--- config.mk ---
export PLATFORM = sky130hd
export DESIGN_NAME = vga_pattern_gen_flat
export DESIGN_NICKNAME = d
export VERILOG_FILES = /design/src/rtl/vga_pattern_gen_pkg.sv /design/src/rtl/vga_pattern_gen_if.sv /design/src/rtl/vga_timing.sv /design/src/rtl/vga_pattern_gen.sv /design/src/flat_wrapper.sv
export SDC_FILE = /design/constraint.sdc
export NUM_CORES = 1
export LEC_CHECK = 0
export ABC_AREA = 1
export CAP_MARGIN = 20
export CORE_ASPECT_RATIO = 1.75
export CORE_MARGIN = 2
export CORE_UTILIZATION = 43
export DETAILED_ROUTE_END_ITERATION = 16
export PLACE_DENSITY = 0.66
export RECOVER_POWER = 25
export SKIP_LAST_GASP = 1
export SYNTH_ARGS = -nofsm -noshare
export SYNTH_HDL_FRONTEND = slang
export SYNTH_SLANG_ARGS = --single-unit
--- constraint.sdc ---
create_clock -name sys_clk -period 2.2 [get_ports sys_clk]
set_clock_uncertainty 0.05 [all_clocks]
set_input_delay 0.44 -clock sys_clk [delete_from_list [all_inputs] [get_ports sys_clk]]
set_output_delay 0.44 -clock sys_clk [all_outputs]
set_load 0.005 [all_outputs]
--- src/rtl/vga_pattern_gen_pkg.sv ---
// Shared VGA definitions: mode encodings, default 640x480@60 timing, bar colours.
package vga_pattern_gen_pkg;

    typedef enum logic [1:0] {
        MODE_INVALID = 2'd0,
        MODE_BAR     = 2'd1,
        MODE_CHAR    = 2'd2,
        MODE_CUSTOM  = 2'd3
    } mode_e;

    typedef struct packed {
        logic [7:0] r;
        logic [7:0] g;
        logic [7:0] b;
    } pixel_t;

    localparam int unsigned DEF_H_ACTIVE = 640;
    localparam int unsigned DEF_H_FP     = 16;
    localparam int unsigned DEF_H_SYNC   = 96;
    localparam int unsigned DEF_H_BP     = 48;
    localparam int unsigned DEF_V_ACTIVE = 480;
    localparam int unsigned DEF_V_FP     = 10;
    localparam int unsigned DEF_V_SYNC   = 2;
    localparam int unsigned DEF_V_BP     = 33;

    localparam int unsigned BAR_W    = 80;
    localparam int unsigned NUM_BARS = 8;

    localparam pixel_t BAR_WHITE   = 24'hFFFFFF;
    localparam pixel_t BAR_YELLOW  = 24'hFFFF00;
    localparam pixel_t BAR_CYAN    = 24'h00FFFF;
    localparam pixel_t BAR_GREEN   = 24'h00FF00;
    localparam pixel_t BAR_MAGENTA = 24'hFF00FF;
    localparam pixel_t BAR_RED     = 24'hFF0000;
    localparam pixel_t BAR_BLUE    = 24'h0000FF;
    localparam pixel_t BAR_BLACK   = 24'h000000;

    // Counters need at least 10 bits: the CUSTOM pattern taps h_cnt[9:2] and v_cnt[8:1].
    function automatic int unsigned cnt_width(input int unsigned total);
        return ($clog2(total) > 10) ? $clog2(total) : 10;
    endfunction

    function automatic pixel_t bar_color(input logic [2:0] idx);
        case (idx)
            3'd0:    return BAR_WHITE;
            3'd1:    return BAR_YELLOW;
            3'd2:    return BAR_CYAN;
            3'd3:    return BAR_GREEN;
            3'd4:    return BAR_MAGENTA;
            3'd5:    return BAR_RED;
            3'd6:    return BAR_BLUE;
            default: return BAR_BLACK;
        endcase
    endfunction

endpackage

--- src/rtl/vga_pattern_gen_if.sv ---
// Video output bundle plus the mode request feeding the pattern generator.
interface vga_pattern_gen_if;
    import vga_pattern_gen_pkg::*;

    mode_e  mode;
    logic   hsync;
    logic   vsync;
    logic   de;
    pixel_t rgb;
    logic   frame_start;
    mode_e  mode_active;

    modport master (
        input  mode,
        output hsync, vsync, de, rgb, frame_start, mode_active
    );

    modport slave (
        output mode,
        input  hsync, vsync, de, rgb, frame_start, mode_active
    );
endinterface

--- src/rtl/vga_timing.sv ---
// Pixel/line counters and raw (unregistered) sync and visible-area decode.
module vga_timing
    import vga_pattern_gen_pkg::*;
#(
    parameter int unsigned H_ACTIVE = DEF_H_ACTIVE,
    parameter int unsigned H_FP     = DEF_H_FP,
    parameter int unsigned H_SYNC   = DEF_H_SYNC,
    parameter int unsigned H_BP     = DEF_H_BP,
    parameter int unsigned V_ACTIVE = DEF_V_ACTIVE,
    parameter int unsigned V_FP     = DEF_V_FP,
    parameter int unsigned V_SYNC   = DEF_V_SYNC,
    parameter int unsigned V_BP     = DEF_V_BP,
    parameter int unsigned HW       = cnt_width(H_ACTIVE + H_FP + H_SYNC + H_BP),
    parameter int unsigned VW       = cnt_width(V_ACTIVE + V_FP + V_SYNC + V_BP)
) (
    input  logic          sys_clk,
    input  logic          sys_rst_n,
    output logic [HW-1:0] h_cnt,
    output logic [VW-1:0] v_cnt,
    output logic          visible,
    output logic          hsync_raw,
    output logic          vsync_raw
);
    localparam int unsigned H_TOTAL = H_ACTIVE + H_FP + H_SYNC + H_BP;
    localparam int unsigned V_TOTAL = V_ACTIVE + V_FP + V_SYNC + V_BP;

    always_ff @(posedge sys_clk or negedge sys_rst_n) begin
        if (!sys_rst_n) begin
            h_cnt <= '0;
            v_cnt <= '0;
        end else if (h_cnt == HW'(H_TOTAL - 1)) begin
            h_cnt <= '0;
            if (v_cnt == VW'(V_TOTAL - 1)) v_cnt <= '0;
            else                           v_cnt <= v_cnt + VW'(1);
        end else begin
            h_cnt <= h_cnt + HW'(1);
        end
    end

    assign visible   = (h_cnt < HW'(H_ACTIVE)) && (v_cnt < VW'(V_ACTIVE));
    assign hsync_raw = !((h_cnt >= HW'(H_ACTIVE + H_FP)) &&
                         (h_cnt <  HW'(H_ACTIVE + H_FP + H_SYNC)));
    assign vsync_raw = !((v_cnt >= VW'(V_ACTIVE + V_FP)) &&
                         (v_cnt <  VW'(V_ACTIVE + V_FP + V_SYNC)));
endmodule

--- src/rtl/vga_pattern_gen.sv ---
// Test-pattern generator: selects BAR/CHAR/CUSTOM pixels and registers all video outputs.
module vga_pattern_gen
    import vga_pattern_gen_pkg::*;
#(
    parameter int unsigned H_ACTIVE = DEF_H_ACTIVE,
    parameter int unsigned H_FP     = DEF_H_FP,
    parameter int unsigned H_SYNC   = DEF_H_SYNC,
    parameter int unsigned H_BP     = DEF_H_BP,
    parameter int unsigned V_ACTIVE = DEF_V_ACTIVE,
    parameter int unsigned V_FP     = DEF_V_FP,
    parameter int unsigned V_SYNC   = DEF_V_SYNC,
    parameter int unsigned V_BP     = DEF_V_BP
) (
    input  logic               sys_clk,
    input  logic               sys_rst_n,
    vga_pattern_gen_if.master  vif
);
    localparam int unsigned H_TOTAL = H_ACTIVE + H_FP + H_SYNC + H_BP;
    localparam int unsigned V_TOTAL = V_ACTIVE + V_FP + V_SYNC + V_BP;
    localparam int unsigned HW      = cnt_width(H_TOTAL);
    localparam int unsigned VW      = cnt_width(V_TOTAL);

    logic [HW-1:0] h_cnt;
    logic [VW-1:0] v_cnt;
    logic          visible;
    logic          hsync_raw;
    logic          vsync_raw;
    logic [2:0]    bar_idx_c;
    pixel_t        pix_c;
    logic          frame_origin_c;
    logic          frame_end_c;

    vga_timing #(
        .H_ACTIVE (H_ACTIVE), .H_FP (H_FP), .H_SYNC (H_SYNC), .H_BP (H_BP),
        .V_ACTIVE (V_ACTIVE), .V_FP (V_FP), .V_SYNC (V_SYNC), .V_BP (V_BP),
        .HW       (HW),       .VW   (VW)
    ) u_timing (
        .sys_clk   (sys_clk),
        .sys_rst_n (sys_rst_n),
        .h_cnt     (h_cnt),
        .v_cnt     (v_cnt),
        .visible   (visible),
        .hsync_raw (hsync_raw),
        .vsync_raw (vsync_raw)
    );

    assign frame_origin_c = (h_cnt == '0) && (v_cnt == '0);
    assign frame_end_c    = (h_cnt == HW'(H_TOTAL - 1)) && (v_cnt == VW'(V_TOTAL - 1));

    // Bar index from threshold compares against multiples of the bar width.
    always_comb begin
        bar_idx_c = '0;
        for (int unsigned k = 1; k < NUM_BARS; k++) begin
            if (h_cnt >= HW'(k * BAR_W)) bar_idx_c = 3'(k);
        end
    end

    always_comb begin
        pix_c = '0;
        case (vif.mode_active)
            MODE_BAR:    pix_c = bar_color(bar_idx_c);
            MODE_CHAR:   pix_c = (h_cnt[3] ^ v_cnt[4]) ? pixel_t'(24'hFFFFFF) : pixel_t'(24'h000000);
            MODE_CUSTOM: pix_c = pixel_t'({h_cnt[9:2], v_cnt[8:1], 8'h80});
            default:     pix_c = '0;
        endcase
    end

    // Mode is only latched at the last pixel of a frame so a frame never changes pattern midway.
    always_ff @(posedge sys_clk or negedge sys_rst_n) begin
        if (!sys_rst_n) begin
            vif.hsync       <= 1'b1;
            vif.vsync       <= 1'b1;
            vif.de          <= 1'b0;
            vif.rgb         <= '0;
            vif.frame_start <= 1'b0;
            vif.mode_active <= MODE_BAR;
        end else begin
            vif.hsync       <= hsync_raw;
            vif.vsync       <= vsync_raw;
            vif.de          <= visible;
            vif.rgb         <= visible ? pix_c : '0;
            vif.frame_start <= frame_origin_c;
            if (frame_end_c) vif.mode_active <= vif.mode;
        end
    end
endmodule
--- src/flat_wrapper.sv ---
// flat-port wrapper written by rule: the top's interface ports become plain ports
module vga_pattern_gen_flat import vga_pattern_gen_pkg::*;
#(
    parameter int unsigned H_ACTIVE = DEF_H_ACTIVE,
    parameter int unsigned H_FP     = DEF_H_FP,
    parameter int unsigned H_SYNC   = DEF_H_SYNC,
    parameter int unsigned H_BP     = DEF_H_BP,
    parameter int unsigned V_ACTIVE = DEF_V_ACTIVE,
    parameter int unsigned V_FP     = DEF_V_FP,
    parameter int unsigned V_SYNC   = DEF_V_SYNC,
    parameter int unsigned V_BP     = DEF_V_BP
)
  (sys_clk, sys_rst_n, vif_mode, vif_hsync, vif_vsync, vif_de, vif_rgb, vif_frame_start, vif_mode_active);
  vga_pattern_gen_if vif_i ();
  input  logic sys_clk;
  input  logic sys_rst_n;
  input wire logic [$bits(vif_i.mode)-1:0] vif_mode;
  output wire logic [$bits(vif_i.hsync)-1:0] vif_hsync;
  output wire logic [$bits(vif_i.vsync)-1:0] vif_vsync;
  output wire logic [$bits(vif_i.de)-1:0] vif_de;
  output wire logic [$bits(vif_i.rgb)-1:0] vif_rgb;
  output wire logic [$bits(vif_i.frame_start)-1:0] vif_frame_start;
  output wire logic [$bits(vif_i.mode_active)-1:0] vif_mode_active;
  assign vif_i.mode = vif_mode;
  assign vif_hsync = vif_i.hsync;
  assign vif_vsync = vif_i.vsync;
  assign vif_de = vif_i.de;
  assign vif_rgb = vif_i.rgb;
  assign vif_frame_start = vif_i.frame_start;
  assign vif_mode_active = vif_i.mode_active;
  vga_pattern_gen #(.H_ACTIVE(H_ACTIVE), .H_FP(H_FP), .H_SYNC(H_SYNC), .H_BP(H_BP), .V_ACTIVE(V_ACTIVE), .V_FP(V_FP), .V_SYNC(V_SYNC), .V_BP(V_BP)) u_core (.sys_clk(sys_clk), .sys_rst_n(sys_rst_n), .vif(vif_i));
endmodule
==> impl_results.md, run 1 <==
* Sum of negative setup slack at 0 ps
* Maximum clock frequency at 530 MHz
* Clk Tree Root Cell: sky130_fd_sc_hd__clkbuf_8
* Post-DP HPWL at 3.53 mm
* Number of vias per cell after detailed routing at 5.21
* Die area at 5800 um^2
* Count of standard-cell rows at 34
* Sequential cell area fraction in the yosys report at 49.6%
* Vias at 1744
* Switching power at 0.282 mW
* Signal arrival time at the worst endpoint at 1400 ps
* Clock sink total at 44
* Antenna Violating Nets Remaining at 0
* Sort of element at the end of the critical path: output pin
* Number of nets in the final layout at 288
* Crit-path leading delay family: flip-flops
* Hold/Removal Path Class: primary input to asynchronous set/reset pin
* Setup repair after global routing missed its margin: false
* Ordered list of cells on the worst path: clkdlybuf4s50_1
* Ant diodes at 0
* Relative slew margins at 24.6%
* First-pass GRT wire length at 7.71 mm
* Synth top cells by count: sky130_fd_sc_hd__dfrtp_1 (41), sky130_fd_sc_hd__nor2_1 (33), sky130_fd_sc_hd__nand2_1 (31), sky130_fd_sc_hd__inv_1 (30), sky130_fd_sc_hd__nand3_1 (17)
* Final hold violation count at 0
* Routability Congestion at 0.913
* Required @ worst endpoint at 1710 ps
* Design internal power at 1.06 mW
* Syn avg cell area at 8.99 um^2
* DRC violations left at 0
* Startpoint types: flop
* Total detailed-routing wirelength at 4.56 mm
* Number of register bits inferred by synthesis at 44
* Peak ir drop on the vdd network at 0.000449 V
* Part of the total power dissipated in the clock network at 38.5%
* Cell taking the most area after synthesis: sky130_fd_sc_hd__dfrtp_1
* TritonCTS clock tree: done
* Total of endpoints with negative setup slack in the final report at 0
* Count of unique library cells instantiated by Yosys at 31
* Result of the run: finished, final reports clean
* Final Cell Area at 2650 um^2
* Number of antenna violations at the first check in global routing at 0
* Post-place instance area at 2570 um^2
* Chip width at 58.4 um
* Count of flip-flops with a built-in enable after synthesis at 0
* Final count of pins violating max slew at 0
* Core ar. at 4980 um^2
* Starting density of the core at 44.8%
* Fin crit share at 85.7%
* Fraction of final layout cells sized beyond drive strength 1 at 12.8%
* Area fraction of the dominant cell type after synthesis at 46.0%
* Number of global-route vias before repair at 1707
* Number of ports placed on the die boundary at 34
* Port bufs at 33
* Length of the first detailed-routing pass in iterations at 4
* Hold Buf Count CTS at 0
* Slew at the pin with the worst max-slew slack at 1130 ps
* Number of gates resized after CTS at 0
* Gate count after technology mapping at 248
* Length in cells of the worst reg-to-reg path at 8
* Syn nets at 256
* GRT Util Overall at 17.4%
* Die span in y at 99.2 um
* DRC violation total after the first TritonRoute iteration at 29
* Worst Setup Path Type: flop to output pin
* Number of buffers created by CTS at 5
* Leakage power summed over all cells at 1.25 nW
* Post-CTS Repair Setup Buffers at 0
* Signed area change from the synthesized netlist to the final layout at 18.8%
* Largest stage delay on the critical path at 590 ps
* R2R Path End: u_core.vif.mode_active[0]
* Post-DR wirelength/cell at 13.6 um
* Clk slew on worst S/H paths at 80 ps
* Launching point of the worst reg2reg path: u_core.u_timing.v_cnt[0]
* Async set or reset register ratio after synthesis at 100%
* Post-synth top flop: sky130_fd_sc_hd__dfrtp_1
* Largest driver fanout on the critical path at 5
* Cell Pwr Density at 508 nW/um^2
* Cell with the most instances after synthesis: sky130_fd_sc_hd__dfrtp_1
* Reg2reg setup slack at 550 ps
* Total buffers and inverters traversed by the critical path at 1
* Setup slack at placement at 577 ps
* Stages on worst setup path at 1
* Fin cells at 335
* Pin count of the biggest net entering global routing at 24
* Cell count after placement at 327
* Remaining Overflow, GRT at 0
* Post-Syn Area at 2230 um^2
* Max Root-Sink Buffers at 2
* CP max stage cell: sky130_fd_sc_hd__dfstp_2
* Clock latency on the worst-skew pair at 290 ps
* Sequential power share at 60.1%
* Max-Cap Viols at 0
* Combinational cell fraction of total power at 1.4%
* Switching power share of the total at 20.9%
* Top post-synthesis cells by area: sky130_fd_sc_hd__dfrtp_1 (46%), sky130_fd_sc_hd__nor2_1 (5.6%), sky130_fd_sc_hd__nand2_1 (5.2%), sky130_fd_sc_hd__inv_1 (5.1%), sky130_fd_sc_hd__nand3_1 (3.8%)
* Final Critical Period at 1890 ps
* Maximum level of the CTS H-tree at 2
* Number of warnings printed during yosys synthesis at 0
* Smallest setup slack after layout at 314 ps
state kept, by name, summed over array words and instances, names as in the netlist:
signal	count
u_core.vif.vsync	1
u_core.vif.mode_active	2
u_core.vif.frame_start	1
u_core.u_timing.v_cnt	10
u_core.vif.de	1
u_core.vif.rgb	18
u_core.vif.hsync	1
u_core.u_timing.h_cnt	10
how the worst max path moves through the flow:
stage,start,endpoint,slack (ps)
after floorplan,u_core.u_timing.h_cnt[0],u_core.u_timing.v_cnt[6],730
after global placement,u_core.u_timing.h_cnt[0],u_core.u_timing.v_cnt[4],580
after detailed placement,u_core.u_timing.h_cnt[0],u_core.u_timing.v_cnt[4],580
after CTS,u_core.vif.mode_active[0],vif_mode_active[0],300
after global routing,sys_rst_n,u_core.vif.rgb[8],260
final,u_core.vif.mode_active[0],vif_mode_active[0],310
per-layer routing:
metal / routed length [um] / share of wire (%) / track usage [%]
met1: 1830 / 40 / 19.1
met2: 2420 / 53 / 30.8
met3: 140 / 3.1 / 2.99
met4: 170 / 3.7 / 9.48
met5: 0 / 0 / 0
placed cells by master (no fill, tap or decap), types with 5 or more instances in the layout:
| cell type | count |
|---|---|
| sky130_fd_sc_hd__nand2_1 | 31 |
| sky130_fd_sc_hd__nor3_1 | 6 |
| sky130_fd_sc_hd__clkbuf_8 | 6 |
| sky130_fd_sc_hd__o21ai_0 | 11 |
| sky130_fd_sc_hd__nor2_1 | 33 |
| sky130_fd_sc_hd__nor3_2 | 5 |
| sky130_fd_sc_hd__dfrtp_1 | 41 |
| sky130_fd_sc_hd__inv_1 | 30 |
| sky130_fd_sc_hd__a21oi_1 | 15 |
| sky130_fd_sc_hd__nand3_1 | 17 |
| sky130_fd_sc_hd__clkdlybuf4s50_1 | 32 |
| sky130_fd_sc_hd__xor2_1 | 6 |
| sky130_fd_sc_hd__a211oi_1 | 8 |
through the flow:
stage	util [%]	hold WS (ps)	power [mW]
after CTS	53.5	74.2	1.37
after floorplan	-	94.4	0.824
after detailed placement	51.6	397	0.849
final	53.2	293	1.34
after global routing	53.2	436	1.40
after global placement	51.6	380	0.848
cells by family (layout without fill, tap and decap cells):
kind of cell             count (synthesis)  count (layout)  synth area share, %
AO/OA/AOI/OAI                           38              38                 9.99
adder cells (fa/ha/maj)                  4               4                 2.25
AND/OR/NAND/NOR                        113             113                 26.9
XOR/XNOR                                 6               6                 2.36
buffers and inverters                   43              76                 8.93
flip-flops                              44              44                 49.6
final cells by class:
cell class,count,area (um^2)
fillers,479,2330
repair buffers,34,329
inverters,34,128
multi-input cells,161,925
flip-flops and latches,44,1100
clock inverters,2,10.0
well taps,54,67.6
clock buffers,6,82.6
power by group through the flow:
stage | clock (mW) | sequential, mW | combinational (mW)
2_1_floorplan | 0 | 0.824 | 0.000000524
3_3_place_gp | 0 | 0.824 | 0.0242
3_5_place_dp | 0 | 0.824 | 0.0248
4_1_cts | 0.537 | 0.808 | 0.0248
5_1_grt | 0.572 | 0.808 | 0.0240
6_report | 0.517 | 0.808 | 0.0192
Power figures use the tool's default switching activity.
==> run 2: changes to the inputs <==
Clock period 2.2 ns to 1.9 ns, I/O delays scaled along.
==> run 2 against run 1 <==
Largest power group unchanged. Critical path depth is the same. Count of clock-buffer cells in the layout shrank 1. Sequential power grew 16%. First-iteration DRC count shrank 24%. Cell count grew 0.60%. Worst setup slack lost 240 ps. Critical endpoint unchanged. Final area grew 1.2%. Register-to-register slack lost 280 ps. Combinational power grew 37%.
==> impl_results.md, run 2 (synthesis results as in run 1) <==
* Result of the run: finished, final reports clean
* Max Root-Sink Buffers at 2 (unchanged)
* Signed area change from the synthesized netlist to the final layout at 20.2%
* Post-CTS Repair Setup Buffers at 0 (unchanged)
* Total of endpoints with negative setup slack in the final report at 0 (unchanged)
* Fraction of final layout cells sized beyond drive strength 1 at 13.1% (+0.26 points)
* Leakage power summed over all cells at 1.26 nW (+1.2%)
* Number of vias per cell after detailed routing at 5.14 (-1.3%)
* Post-DP HPWL at 3.56 mm (+0.86%)
* Hold Buf Count CTS at 1 (+1)
* Registers with the most flip-flops: u_core.vif.rgb x18, u_core.u_timing.h_cnt x10, u_core.u_timing.v_cnt x10
* Remaining Overflow, GRT at 0 (unchanged)
* Number of flip-flops in the largest register at 18 (unchanged)
* Ordered list of cells on the worst path: clkdlybuf4s50_1
* Number of inserted filler cells in the final layout at 467 (-2.5%)
* GRT Util Overall at 17.8% (+0.33 points)
* Crit-path leading delay family: flip-flops
* Number of antenna violations at the first check in global routing at 0 (unchanged)
* Chip width at 58.4 um (unchanged)
* Required @ worst endpoint at 1470 ps (-240 ps)
* Launch point of the worst hold path: u_core.u_timing.h_cnt[0]
* Post-place instance area at 2560 um^2 (-0.19%)
* Vias at 1731 (-0.75%)
* Launching point of the worst reg2reg path: u_core.u_timing.h_cnt[0]
* Slew at the pin with the worst max-slew slack at 597 ps (-533 ps)
* Clock sink total at 44 (unchanged)
* CP max stage cell: sky130_fd_sc_hd__dfstp_2
* Number of buffers created by CTS at 5 (unchanged)
* Die area at 5800 um^2 (unchanged)
* Number of nets in the final layout at 290 (+0.69%)
* Clk Tree Root Cell: sky130_fd_sc_hd__clkbuf_8
* Peak ir drop on the vdd network at 0.000525 V (+17%)
* Count of standard-cell rows at 34 (unchanged)
* Routability Congestion at 0.876 (-4.1%)
* Number of ports placed on the die boundary at 34 (unchanged)
* Maximum clock frequency at 548 MHz
* Total detailed-routing wirelength at 4.53 mm (-0.66%)
* Cell Pwr Density at 622 nW/um^2 (+22%)
* Clock latency on the worst-skew pair at 290 ps (about the same)
* Final hold violation count at 0 (unchanged)
* Startpoint types: flop
* TritonCTS clock tree: done
* Largest driver fanout on the critical path at 5 (unchanged)
* Total buffers and inverters traversed by the critical path at 1 (unchanged)
* Fin cells at 337 (+0.60%)
* First-pass GRT wire length at 7.89 mm (+2.3%)
* Max-Cap Viols at 0 (unchanged)
* Final count of pins violating max slew at 0 (unchanged)
* Largest stage delay on the critical path at 590 ps (about the same)
* Worst Setup Path Type: flop to output pin
* Sort of element at the end of the critical path: output pin
* Launch point of the worst path: u_core.vif.mode_active[0]
* Area of combinational cells with multiple inputs at 920 um^2 (-0.54%)
* Post-DR wirelength/cell at 13.4 um (-1.2%)
* Core ar. at 4980 um^2 (unchanged)
* Register name with the most flops: u_core.vif.rgb
* DRC violations left at 0 (unchanged)
* Starting density of the core at 44.8% (unchanged)
* Clk slew on worst S/H paths at 80 ps (about the same)
* Most common cell after layout, fill and taps aside: sky130_fd_sc_hd__dfrtp_1
* Sum of negative setup slack at 0 ps (unchanged)
* Number of global-route vias before repair at 1754 (+2.8%)
* Number of gates resized after CTS at 0 (unchanged)
* Port bufs at 33 (unchanged)
* Final Cell Area at 2680 um^2 (+1.2%)
* DRC violation total after the first TritonRoute iteration at 22 (-24%)
* Hold/Removal Path Class: flop to flop
* Length of the first detailed-routing pass in iterations at 4 (unchanged)
* Relative slew margins at 60.2% (+36 points)
* Pin count of the biggest net entering global routing at 22 (-8.3%)
* Setup repair after global routing missed its margin: false
* Final Critical Period at 1820 ps
* Fin crit share at 96.0%
* Maximum level of the CTS H-tree at 2 (unchanged)
* Antenna Violating Nets Remaining at 0 (unchanged)
* Area of all sequential standard cells at 1100 um^2 (unchanged)
* Die span in y at 99.2 um (unchanged)
* Top library cells by usage in the layout, fill and taps aside: sky130_fd_sc_hd__dfrtp_1 (41), sky130_fd_sc_hd__nor2_1 (33), sky130_fd_sc_hd__clkdlybuf4s50_1 (32)
* Cell count after placement at 328 (+0.31%)
* Signal arrival time at the worst endpoint at 1390 ps (about the same)
* Ant diodes at 0 (unchanged)
[run 2: cell count changes in the layout (fill, tap and decap cells not counted), sizes merged]
| cell | change |
|---|---|
| buf | +1 |
| bufinv | +1 |
| clkbuf | -1 |
| clkinv | -1 |
| clkinvlp | +1 |
| dlygate4sd3 | +1 |
[run 2: routing by layer]
layer	track usage, %	share of wire (%)
met5	0	0
met4	9.12	3.8
met1	19.2	39
met2	31.7	54
met3	3.25	3.3
[run 2: stage by stage]
| step | hold WS [ps] | power [mW] | util [%] | setup slack (ps) |
|---|---|---|---|---|
| 3_3_place_gp | 312 | 0.981 | 51.5 | 273 |
| 3_5_place_dp | 319 | 0.982 | 51.5 | 268 |
| 4_1_cts | 453 | 1.69 | 54.0 | 58.7 |
| 6_report | 445 | 1.66 | 53.8 | 75.7 |
| 5_1_grt | 479 | 1.74 | 53.8 | 28.3 |
| 2_1_floorplan | 34.4 | 0.955 | - | 429 |
[run 2: path summary, 6_finish.rpt]
| kind | end | slack (ps) | cells past startpoint |
|---|---|---|---|
| min in group asynchronous | u_core.u_timing.h_cnt[2] | 530 | 2 |
| worst max register to register | u_core.u_timing.v_cnt[4] | 270 | 7 |
| worst min register to register | u_core.u_timing.h_cnt[0] | 450 | 1 |
| worst max-delay path | vif_mode_active[0] | 80 | 1 |
| worst min-delay path | u_core.u_timing.h_cnt[0] | 450 | 1 |
| max in group asynchronous | u_core.vif.hsync | 540 | 3 |
[run 2: area by class of cell]
class	instances	area share, %
timing repair buffer	36	13.0
multi-input combinational	161	34.3
clock buffer	5	2.57
inverter	34	4.76
sequential	44	41.2
tap	54	2.52
clock inverter	3	1.59
[run 2: power by group]
part           internal, mW  switching (mW)  leakage [nW]  total, mW
Clock                 0.389           0.314        0.0541      0.703
Sequential            0.936               0         0.564      0.936
Combinational       0.00758          0.0187         0.644     0.0263
Total                  1.33           0.333          1.26       1.66
[run 2: worst register-to-register path, cell delays in order, from the launching register on]
cell and delay (ps):
sky130_fd_sc_hd__dfrtp_1 400, sky130_fd_sc_hd__ha_1 210, sky130_fd_sc_hd__nand2_2 80, sky130_fd_sc_hd__nor2_4 160, sky130_fd_sc_hd__nand3_4 190, sky130_fd_sc_hd__nor3_4 190, sky130_fd_sc_hd__xor2_1 190, sky130_fd_sc_hd__nor2_1 60
==> run 3: changes to the inputs <==
Settings changed: SKIP_CTS_REPAIR_TIMING set to 1.
==> run 3 against run 2 <==
Sequential share of layout area is 0.097 points higher. Die area unchanged. Count of clock-buffer cells in the layout unchanged. Register-to-register slack about the same. Via count increased by 0.75%.
==> impl_results.md, run 3 (synthesis results as in run 1) <==
* Result of the run: finished, final reports clean
* Number of nets in the final layout at 289 (-0.34%)
* Area of all sequential standard cells at 1100 um^2 (unchanged)
* Switching power share of the total at 19.9% (-0.042 points)
* Port bufs at 33 (unchanged)
* Maximum clock frequency at 547 MHz (-0.25%)
* Post-DP HPWL at 3.56 mm (unchanged)
* Peak ir drop on the vdd network at 0.000525 V (about the same)
* Register name with the most flops: u_core.vif.rgb
* Die span in y at 99.2 um (unchanged)
* TritonCTS clock tree: done
* Length in cells of the worst reg-to-reg path at 7 (unchanged)
* Maximum level of the CTS H-tree at 2 (unchanged)
* Number of global-route vias before repair at 1748 (-0.34%)
* Relative slew margins at 25.9% (-34 points)
* Sort of element at the end of the critical path: output pin
* Leakage power summed over all cells at 1.25 nW (-0.56%)
* Number of inserted filler cells in the final layout at 467 (unchanged)
* Signal arrival time at the worst endpoint at 1400 ps (about the same)
* Clock sink total at 44 (unchanged)
* Number of flip-flops in the largest register at 18 (unchanged)
* Worst Setup Path Type: flop to output pin
* GRT Util Overall at 17.7% (-0.053 points)
* Sum of negative setup slack at 0 ps (unchanged)
* Combinational cell fraction of total power at 1.5% (about the same)
* Reg2reg setup slack at 270 ps (about the same)
* Hold/Removal Path Class: primary input to asynchronous set/reset pin
* Die area at 5800 um^2 (unchanged)
* Fraction of final layout cells sized beyond drive strength 1 at 13.1% (+0.046 points)
* DRC violations left at 0 (unchanged)
* Setup slack at placement at 268 ps (unchanged)
* Cell Pwr Density at 622 nW/um^2 (about the same)
* Pin count of the biggest net entering global routing at 22 (unchanged)
* Setup repair after global routing missed its margin: false
* Number of antenna violations at the first check in global routing at 0 (unchanged)
* Post-place instance area at 2560 um^2 (unchanged)
* Startpoint types: flop
* Design internal power at 1.33 mW (-0.12%)
* Ant diodes at 0 (unchanged)
* Clock latency on the worst-skew pair at 290 ps (about the same)
* Starting density of the core at 44.8% (unchanged)
* Max-Cap Viols at 0 (unchanged)
* Post-DR wirelength/cell at 13.5 um (+0.16%)
* Part of the total power dissipated in the clock network at 42.2% (about the same)
* Clk slew on worst S/H paths at 80 ps (about the same)
* Total detailed-routing wirelength at 4.53 mm (-0.13%)
* Number of ports placed on the die boundary at 34 (unchanged)
* Largest stage delay on the critical path at 590 ps (about the same)
* R2R Path End: u_core.u_timing.v_cnt[4]
* Ordered list of cells on the worst path: clkdlybuf4s50_1
* Total of endpoints with negative setup slack in the final report at 0 (unchanged)
* Core ar. at 4980 um^2 (unchanged)
* Routability Congestion at 0.876 (unchanged)
* DRC violation total after the first TritonRoute iteration at 26 (+18%)
* Launch point of the worst path: u_core.vif.mode_active[0]
* Switching power at 0.331 mW (-0.38%)
* Largest driver fanout on the critical path at 5 (unchanged)
* Slew at the pin with the worst max-slew slack at 1110 ps (+514 ps)
* Crit-path leading delay family: flip-flops
* Count of standard-cell rows at 34 (unchanged)
* Final core utilization at 53.7% (-0.13 points)
* Sequential power share at 56.3% (about the same)
* Final total power at 1.66 mW (-0.17%)
* Number of vias per cell after detailed routing at 5.19 (+1.1%)
* Launching point of the worst reg2reg path: u_core.u_timing.h_cnt[0]
* Total buffers and inverters traversed by the critical path at 1 (unchanged)
* Signed area change from the synthesized netlist to the final layout at 19.9%
* Final Cell Area at 2670 um^2 (-0.23%)
* First-pass GRT wire length at 7.86 mm (-0.34%)
* Smallest setup slack after layout at 71.2 ps (-4.54 ps)
* Chip width at 58.4 um (unchanged)
* Vias at 1744 (+0.75%)
* Final count of pins violating max slew at 0 (unchanged)
* Max Root-Sink Buffers at 2 (unchanged)
* Number of buffers created by CTS at 5 (unchanged)
* Remaining Overflow, GRT at 0 (unchanged)
* Final Critical Period at 1830 ps (+4.54 ps)
* Most common cell after layout, fill and taps aside: sky130_fd_sc_hd__dfrtp_1
* CP max stage cell: sky130_fd_sc_hd__dfstp_2
* Length of the first detailed-routing pass in iterations at 4 (unchanged)
* Area of combinational cells with multiple inputs at 925 um^2 (+0.54%)
* Required @ worst endpoint at 1470 ps (about the same)
* Fin crit share at 96.3% (+0.24 points)
* Final hold violation count at 0 (unchanged)
* Antenna Violating Nets Remaining at 0 (unchanged)
* Clk Tree Root Cell: sky130_fd_sc_hd__clkbuf_8
* Registers with the most flip-flops: u_core.vif.rgb x18, u_core.u_timing.h_cnt x10, u_core.u_timing.v_cnt x10
* Top library cells by usage in the layout, fill and taps aside: sky130_fd_sc_hd__dfrtp_1 (41), sky130_fd_sc_hd__nor2_1 (33), sky130_fd_sc_hd__clkdlybuf4s50_1 (32)
==> run 3: cell count changes in the layout (fill, tap and decap cells not counted) <==
| cell | change |
|---|---|
| sky130_fd_sc_hd__clkbuf_2 | -1 |
| sky130_fd_sc_hd__nor3_1 | -1 |
| sky130_fd_sc_hd__dlygate4sd3_1 | -1 |
| sky130_fd_sc_hd__nor3_2 | +1 |
| sky130_fd_sc_hd__clkbuf_1 | +1 |
==> run 3: power groups by stage <==
stage          combinational (mW)  sequential [mW]  clock, mW
4_1_cts                    0.0276            0.936      0.728
5_1_grt                    0.0298            0.936      0.775
2_1_floorplan         0.000000519            0.955          0
6_report                   0.0244            0.936      0.702
3_3_place_gp               0.0269            0.954          0
3_5_place_dp               0.0277            0.954          0
==> run 3: cell type report <==
cell class	count	area share, %
clock buffers	5	2.57
inverters	34	4.78
repair buffers	35	12.6
multi-input cells	161	34.6
well taps	54	2.53
flip-flops and latches	44	41.3
clock inverters	3	1.59
==> run 3: worst max-delay path by stage <==
stage          cells after the start                  endpoint
4_1_cts                            1        vif_mode_active[0]
5_1_grt                            1        vif_mode_active[0]
6_report                           1        vif_mode_active[0]
3_3_place_gp                       7  u_core.u_timing.v_cnt[4]
2_1_floorplan                      7  u_core.u_timing.v_cnt[6]
3_5_place_dp                       7  u_core.u_timing.v_cnt[4]
==> run 3: per-stage QoR <==
step | instances | hold slack, ps
floorplan | 248 | 34.4
global placement | 328 | 312
detailed placement | 328 | 319
CTS | 336 | -6.02
global route | 336 | 344
finish | 336 | 223
==> run 3: routing by layer <==
metal / vias up / share of wire, % / track usage (%) / routed length (um)
met4: 0 / 3.8 / 9.12 / 172
met5: - / 0 / 0 / 0
met2: 49 / 54 / 31.6 / 2430
met3: 14 / 3.8 / 3.25 / 171
li1: 874 / - / - / -
met1: 807 / 39 / 19.1 / 1750
